## src/rtl/sqrt_dr_injector.sv

```systemverilog
// Single-rail to four-phase dual-rail entry stage for the square-root pipeline.
// Latency 1 cycle from handshake to codeword; spacer follows synchronised ack.
// in_ready low while a token/spacer is in flight, after a timeout fault, or in reset.
package pa_AsyncCordic;
    localparam int RW = 7;

    typedef struct packed {
        logic data_1;
        logic data_0;
    } dual_rail_t;
endpackage

module sqrt_dr_injector #(
    parameter int SIZE        = pa_AsyncCordic::RW,
    parameter int SHIFT_W     = $clog2((SIZE + 1) / 2) + 1,
    parameter int SYNC_STAGES = 2,
    parameter int TIMEOUT     = 1023
) (
    input  logic                                clk,
    input  logic                                arst,
    input  logic                                in_valid,
    output logic                                in_ready,
    input  logic [SIZE:0]                       in_data,
    output pa_AsyncCordic::dual_rail_t [SIZE:0] data_o,
    input  logic                                ack_i,
    output logic [SHIFT_W-1:0]                  shift_o,
    output logic                                zero_o,
    output logic                                busy_o,
    output logic                                err_o
);
    localparam int NPAIRS = (SIZE + 1) / 2;
    localparam int TMO_W  = $clog2(TIMEOUT + 1);

    typedef enum logic [1:0] {IDLE, DATA, SPACER} state_t;

    state_t                              state;
    logic [SYNC_STAGES-1:0]              ack_sync;
    logic                                ack_s;
    logic [TMO_W-1:0]                    tmo_cnt;
    logic                                tmo_hit;

    logic [SHIFT_W-1:0]                  norm_k;
    logic                                norm_zero;
    logic [SIZE:0]                       norm_val;
    pa_AsyncCordic::dual_rail_t [SIZE:0] norm_cw;

    assign ack_s    = ack_sync[SYNC_STAGES-1];
    assign tmo_hit  = (tmo_cnt == TMO_W'(TIMEOUT - 1));
    assign in_ready = (state == IDLE) && !err_o && !arst;

    // Leading zero bit-pairs; a zero radicand is reported via zero_o with k=0.
    always_comb begin
        logic found;
        found     = 1'b0;
        norm_k    = '0;
        norm_zero = (in_data == '0);
        for (int i = 0; i < NPAIRS; i++) begin
            if (!found) begin
                if (in_data[SIZE-2*i -: 2] != 2'b00) found = 1'b1;
                else                                 norm_k = norm_k + SHIFT_W'(1);
            end
        end
        if (norm_zero) norm_k = '0;
        norm_val = in_data << {norm_k, 1'b0};
        for (int i = 0; i <= SIZE; i++) begin
            norm_cw[i].data_1 = norm_val[i];
            norm_cw[i].data_0 = ~norm_val[i];
        end
    end

    always_ff @(posedge clk) begin
        if (arst) begin
            state    <= IDLE;
            ack_sync <= '0;
            tmo_cnt  <= '0;
            data_o   <= '0;
            shift_o  <= '0;
            zero_o   <= 1'b0;
            busy_o   <= 1'b0;
            err_o    <= 1'b0;
        end else begin
            ack_sync <= {ack_sync[SYNC_STAGES-2:0], ack_i};
            case (state)
                IDLE: begin
                    if (in_valid && in_ready) begin
                        data_o  <= norm_cw;
                        shift_o <= norm_k;
                        zero_o  <= norm_zero;
                        busy_o  <= 1'b1;
                        tmo_cnt <= '0;
                        state   <= DATA;
                    end
                end
                DATA: begin
                    if (ack_s) begin
                        data_o  <= '0;
                        tmo_cnt <= '0;
                        state   <= SPACER;
                    end else if (tmo_hit) begin
                        err_o   <= 1'b1;
                        data_o  <= '0;
                        busy_o  <= 1'b0;
                        tmo_cnt <= '0;
                        state   <= IDLE;
                    end else begin
                        tmo_cnt <= tmo_cnt + TMO_W'(1);
                    end
                end
                SPACER: begin
                    if (!ack_s) begin
                        busy_o  <= 1'b0;
                        tmo_cnt <= '0;
                        state   <= IDLE;
                    end else if (tmo_hit) begin
                        // Pipeline never released ack: park at spacer and latch the fault.
                        err_o   <= 1'b1;
                        data_o  <= '0;
                        busy_o  <= 1'b0;
                        tmo_cnt <= '0;
                        state   <= IDLE;
                    end else begin
                        tmo_cnt <= tmo_cnt + TMO_W'(1);
                    end
                end
                default: begin
                    data_o <= '0;
                    busy_o <= 1'b0;
                    state  <= IDLE;
                end
            endcase
        end
    end
endmodule
```

## config.mk

```make
export PLATFORM = sky130hd
export DESIGN_NAME = sqrt_dr_injector
export DESIGN_NICKNAME = d
export VERILOG_FILES = /design/src/rtl/sqrt_dr_injector.sv
export SDC_FILE = /design/constraint.sdc
export NUM_CORES = 1
export LEC_CHECK = 0
export BUFFER_PORTS_ARGS = -buffer_cell sky130_fd_sc_hd__buf_2
export CAP_MARGIN = 20
export CORE_MARGIN = 10
export CORE_UTILIZATION = 52
export DETAILED_ROUTE_END_ITERATION = 8
export PLACE_DENSITY = 0.76
export SYNTH_ARGS = -nofsm -noshare
export SYNTH_HDL_FRONTEND = slang
export SYNTH_SLANG_ARGS = --single-unit
export TNS_END_PERCENT = 10
```

## constraint.sdc

```tcl
create_clock -name clk -period 3 [get_ports clk]
set_input_delay 0.9 -clock clk [delete_from_list [all_inputs] [get_ports clk]]
set_output_delay 0.9 -clock clk [all_outputs]
set_load 0.02 [all_outputs]
```

==> Word level (Yosys, flattened, before mapping) <==
Index checks and enable logic that the tools add are counted.
{ "classes": {"addsub": 4, "n_eq_ne": 6, "shifts": 1, "muxes": 37, "n_bitwise": 8, "n_reduce_logical": 18} }
{ "op_table": {"columns": ["operator", "n"], "rows": [
  ["$mux 16", 4],
  ["$pmux 16 s3", 1],
  ["$mux 10", 4],
  ["$pmux 10 s3", 1],
  ["$mux 3", 7],
  ["$mux 1", 13],
  ["$add 10x1->10 const B", 1],
  ["$eq 10x10->1 const B", 1],
  ["$reduce_bool 2->1", 5],
  ["$add 3x1->3 const B", 3],
  ["$logic_not 8->1", 1],
  ["$mux 2", 4],
  ["$not 1->1", 8],
  ["$reduce_and 2->1", 4],
  ["$shl 8x4->8", 1],
  ["$pmux 2 s3", 1],
  ["$ne 2x2->1 const B", 2],
  ["$logic_and 1x1->1", 3],
  ["$pmux 1 s3", 1],
  ["$reduce_and 3->1", 1],
  ["$reduce_bool 3->1", 1],
  ["$eq 2x1->1 const B", 1],
  ["$eq 2x2->1 const B", 1],
  ["$logic_not 1->1", 2],
  ["other kinds (3)", 3]
]} }
{ "word_totals": {"ff_bits": 36, "input_bits": 12, "output_inout_bits": 23, "elab_cells": 97} }

==> Depth between registers and ports, before layout <==
{ "depth": {"depth_word": 16, "ltp_mapped": 7, "ltp_nobuf": 6} }

==> Least setup slack after synthesis <==
No wires, ideal clock.
{ "synth_path": {"kind": "input port to output port", "startpoint": "input arst", "endpoint": "output in_ready", "arrival_ns": 1.744, "required_time_ns": 2.100, "setup_slack_ns": 0.356, "path_stages": 3, "path_buffers": 2, "path_cell_list": "buf_6 clkbuf_1 nor3b_1"} }
{ "synth_between": {"elab_chain_len": 2} }
{ "synth_rtl": {"columns": ["item", "line", "rtl"], "rows": [
  ["start, declared", "20", "input logic arst,"],
  ["$logic_not 1->1", "49", "assign in_ready = (state == IDLE) && !err_o && !arst;"],
  ["$logic_and 1x1->1", "49", null],
  ["end, declared", "22", "output logic in_ready,"]
]} }
Every way passes these cells.

==> Worst setup path in the final report <==
{ "layout_path": {"startpoint": "register state[0]", "endpoint": "output in_ready"} }
{ "layout_between": {"elab_chain_len": 3} }
{ "layout_rtl": {"columns": ["item", "line", "rtl"], "rows": [
  ["start, declared", "36", "state_t state;"],
  ["start signal, assigned", "73", "state <= IDLE;"],
  ["start signal, assigned", "91", "state <= DATA;"],
  ["start signal, assigned", "98", "state <= SPACER;"],
  ["$logic_not 2->1", "49", null],
  ["$logic_and 1x1->1 (2 in series)", "49", null]
]} }
Every way passes these cells.

==> results.md <==
| Metric | This run |
|---|---|
| Largest voltage drop on the vdd net | 0.287 mV |
| Area taken by flip-flops and latches | 721 um^2 |
| Horizontal extent of the die | 79.1 um |
| Count of flip-flops with a built-in enable after synthesis | 0 |
| Most used cells in the layout excluding fill and tap cells | sky130_fd_sc_hd__dfxtp_1, sky130_fd_sc_hd__buf_2, sky130_fd_sc_hd__a21oi_1 |
| Proportion of layout cells with a drive suffix above 1 | 0.253 |
| Number of failing setup endpoints in the final timing report | 0 |
| Worst EP required | 2.10 ns |
| Status | finished, final reports clean |
| Setup slack on the worst flop-to-flop path | 0.67 ns |
| Die area | 6260 um^2 |
| Gate Count Post-Synth | 200 |
| Total Routed Length | 4.01 mm |
| WHS Path Cells | 1 |
| Pin count of the biggest net entering global routing | 17 |
| Setup Skew | 0.0129 ns |
| P&R area growth vs syn | 16.6% |
| Clock period minus final worst setup slack | 2.63 ns |
| Post-CTS Setup Inserts | 0 |
| Internal power of the cells | 802 uW |
| Crit Reg-Reg Endpoint | data_o[3]$_SDFFE_PP0P_ |
| Buffer levels on the longest clock path | 2 |
| Met1 wire length | 1.81 mm |
| Crit end category | output pin |
| Via count | 1622 |
| Cts bufs inserted | 5 |
| Violation count after the first detailed-routing iteration | 82 |
| Setup repair after global routing missed its margin | no |
| Hold crit path type | reg2reg |
| Combinational power share | 0.178 |
| Cells along the critical path | inv_1 -> ha_1 -> nor3b_1 -> buf_2 |
| First drt pass iteration count | 4 |
| Kind of critical path | reg2out |
| Setup_tns | 0 ns |
| Via count of the first global-routing pass | 1517 |
| Leading cell type in the layout, fill and taps excluded | sky130_fd_sc_hd__dfxtp_1 |
| Fraction of synthesis flops using an asynchronous set or reset pin | 0 |
| Root buffer cell | sky130_fd_sc_hd__clkbuf_4 |
| Cts-stage hold buffer count | 0 |
| Worst stage delay on the critical path | 0.50 ns |
| Count of cell types in the netlist | 48 |
| Part of the cycle the worst path needs | 0.877 |
| Post-cts resize count | 0 |
| Drt via density | 5.73 |
| Hold EP | ack_sync[1]$_SDFF_PP0_ |
| Cells on worst reg2reg path | 6 |
| P per Cell Area | 520 nW/um^2 |
| Min-delay src | ack_sync[0]$_SDFF_PP0_ |
| Top Layer Used | met4 |
| Drt drc | 0 |
| Residual overflow from global routing | 0 |
| Main flop type after synthesis | sky130_fd_sc_hd__dfxtp_1 |
| GRT Util Overall | 0.132 |
| CORE AREA | 3360 um^2 |
| FMAX | 0.380 GHz |
| CTS tree | built |
| Final nets | 254 |
| Gpl congestion | 0.849 |
| Switching part of the total | 0.273 |
| Power dissipated by switching net loads | 301 uW |
| Final-layout fill cell count | 305 |
| Number of clock sinks | 36 |
| First-pass GRT wire length | 6.88 mm |
| Combined area of all synthesized cells | 1820 um^2 |
| Number of antenna violations at the first check in global routing | 0 |
| Rows | 21 |
| FF-to-FF Start | state[0]$_SDFFE_PP0P_ |
| Post-layout util | 0.630 |
| Total of buffers placed on input and output ports | 34 |
| Area share of the largest cell type after synthesis | 0.396 |
| Met3 routed WL | 255 um |
| Routed length on met2 | 1.89 mm |
| Syn avg cell area | 9.09 um^2 |
| Number of inserted diodes | 0 |
| Ports placed on the boundary | 35 |
| Seq/Total Area, Yosys | 0.396 |
| Slowest cell on crit path | sky130_fd_sc_hd__ha_1 |
| Initial core utilization | 0.541 |
| Crit path max fanout | 13 |
| Synth Net Count | 218 |
| Clock latency on the worst-skew pair | 0.34 ns |
| Tightest Pin Transition | 0.691 ns |
| Cell type contributing the most total cell area after synthesis | sky130_fd_sc_hd__dfxtp_1 |
| Multi-input combinational cell area | 1020 um^2 |
| Total count of max-transition violations in the final report | 0 |
| Startpoint types | register |
| Hold violation count in the final report | 0 |
| Clock-pin slew on the worst setup and hold paths | 0.11 ns |
| Reg power frac | 0.476 |
| Number of levels in the clock H-tree | 2 |
| Worst path arrival time | 1.73 ns |
| Leak Pwr | 0.000847 uW |
| Average wire length per cell after detail routing | 14.2 um |
| Chip Height | 79.1 um |
| Ys Warns | 0 |
| Flip-flop and latch count after synthesis | 36 |
| Synth top area cells | sky130_fd_sc_hd__dfxtp_1, sky130_fd_sc_hd__a21oi_1, sky130_fd_sc_hd__ha_1 |
| HPWL Detailed | 3.00 mm |
| Fraction of power consumed by the clock network | 0.346 |
| Count of maximum capacitance violations | 0 |
| Headroom to the max-slew limit | 0.540 |
| Antenna-violating nets left | 0 |
==> stage by stage <==
step	power, uW	setup slack, ns	instance area (um^2)	hold WS, ns	std cells
2_1_floorplan	671	0.356	1820	0.414	200
3_3_place_gp	731	0.493	2020	0.433	275
3_5_place_dp	732	0.456	2020	0.437	275
4_1_cts	1110	0.333	2120	0.463	283
5_1_grt	1150	0.203	2120	0.482	283
6_report	1100	0.370	2120	0.457	283
==> registers in the layout, indices dropped and copies added, names as in the netlist <==
register  flops
tmo_cnt      10
state         2
busy_o        1
zero_o        1
err_o         1
shift_o       3
data_o       16
ack_sync      2
==> worst max path at each step <==
stage / from / to / cells after the start
final: state[0]$_SDFFE_PP0P_ / in_ready / 4
after global placement: arst / tmo_cnt[1]$_SDFFE_PP0P_ / 5
after global routing: state[0]$_SDFFE_PP0P_ / in_ready / 4
after detailed placement: arst / tmo_cnt[6]$_SDFFE_PP0P_ / 5
after floorplan: arst / in_ready / 3
after CTS: state[0]$_SDFFE_PP0P_ / in_ready / 4
==> area by class of cell <==
class | instances | share of cell area
clock inverters | 1 | 0.0142
flip-flops and latches | 36 | 0.340
well taps | 46 | 0.0272
inverters | 8 | 0.0142
clock buffers | 7 | 0.0307
repair buffers | 38 | 0.0945
multi-input cells | 147 | 0.479
==> per-layer routing <==
metal  up-vias  global-route usage
li1        820                   -
met1       744               0.146
met4         0              0.0591
met5         -                   0
met3         6              0.0428
met2        52               0.224
==> cell families after synthesis <==
logic type / count (synthesis) / synth area share
compound gates: 68 / 0.282
simple gates: 65 / 0.197
flops: 36 / 0.396
buf+inv: 17 / 0.0447
xor+xnor: 8 / 0.0385
fa+ha+maj: 6 / 0.0413
==> Yosys cell counts (all sizes together), types with 3 or more instances <==
library cell	number
buf	5
nor3b	3
a21o	3
a2111oi	6
or2	3
o2bb2ai	6
dfxtp	36
nand3	4
xnor2	8
clkbuf	4
or4	3
ha	6
a211oi	4
nor3	3
o21ai	9
nand2	9
nor2	20
inv	8
nor2b	4
a22o	4
a21oi	22
==> critical path: cells and delay by family (launching register included) <==
kind | cells | cell delay, ns
buf+inv | 2 | 0.30
flops | 1 | 0.35
simple gates | 1 | 0.24
fa+ha+maj | 1 | 0.50
==> power groups by stage <==
stage                     sequential, uW  clock [uW]  combinational, uW
after floorplan                      562           0                109
after global placement               535           0                195
after detailed placement             536           0                197
after CTS                            525         389                197
after global routing                 529         408                216
final                                525         381                197
(Power assumes the default switching activity.)
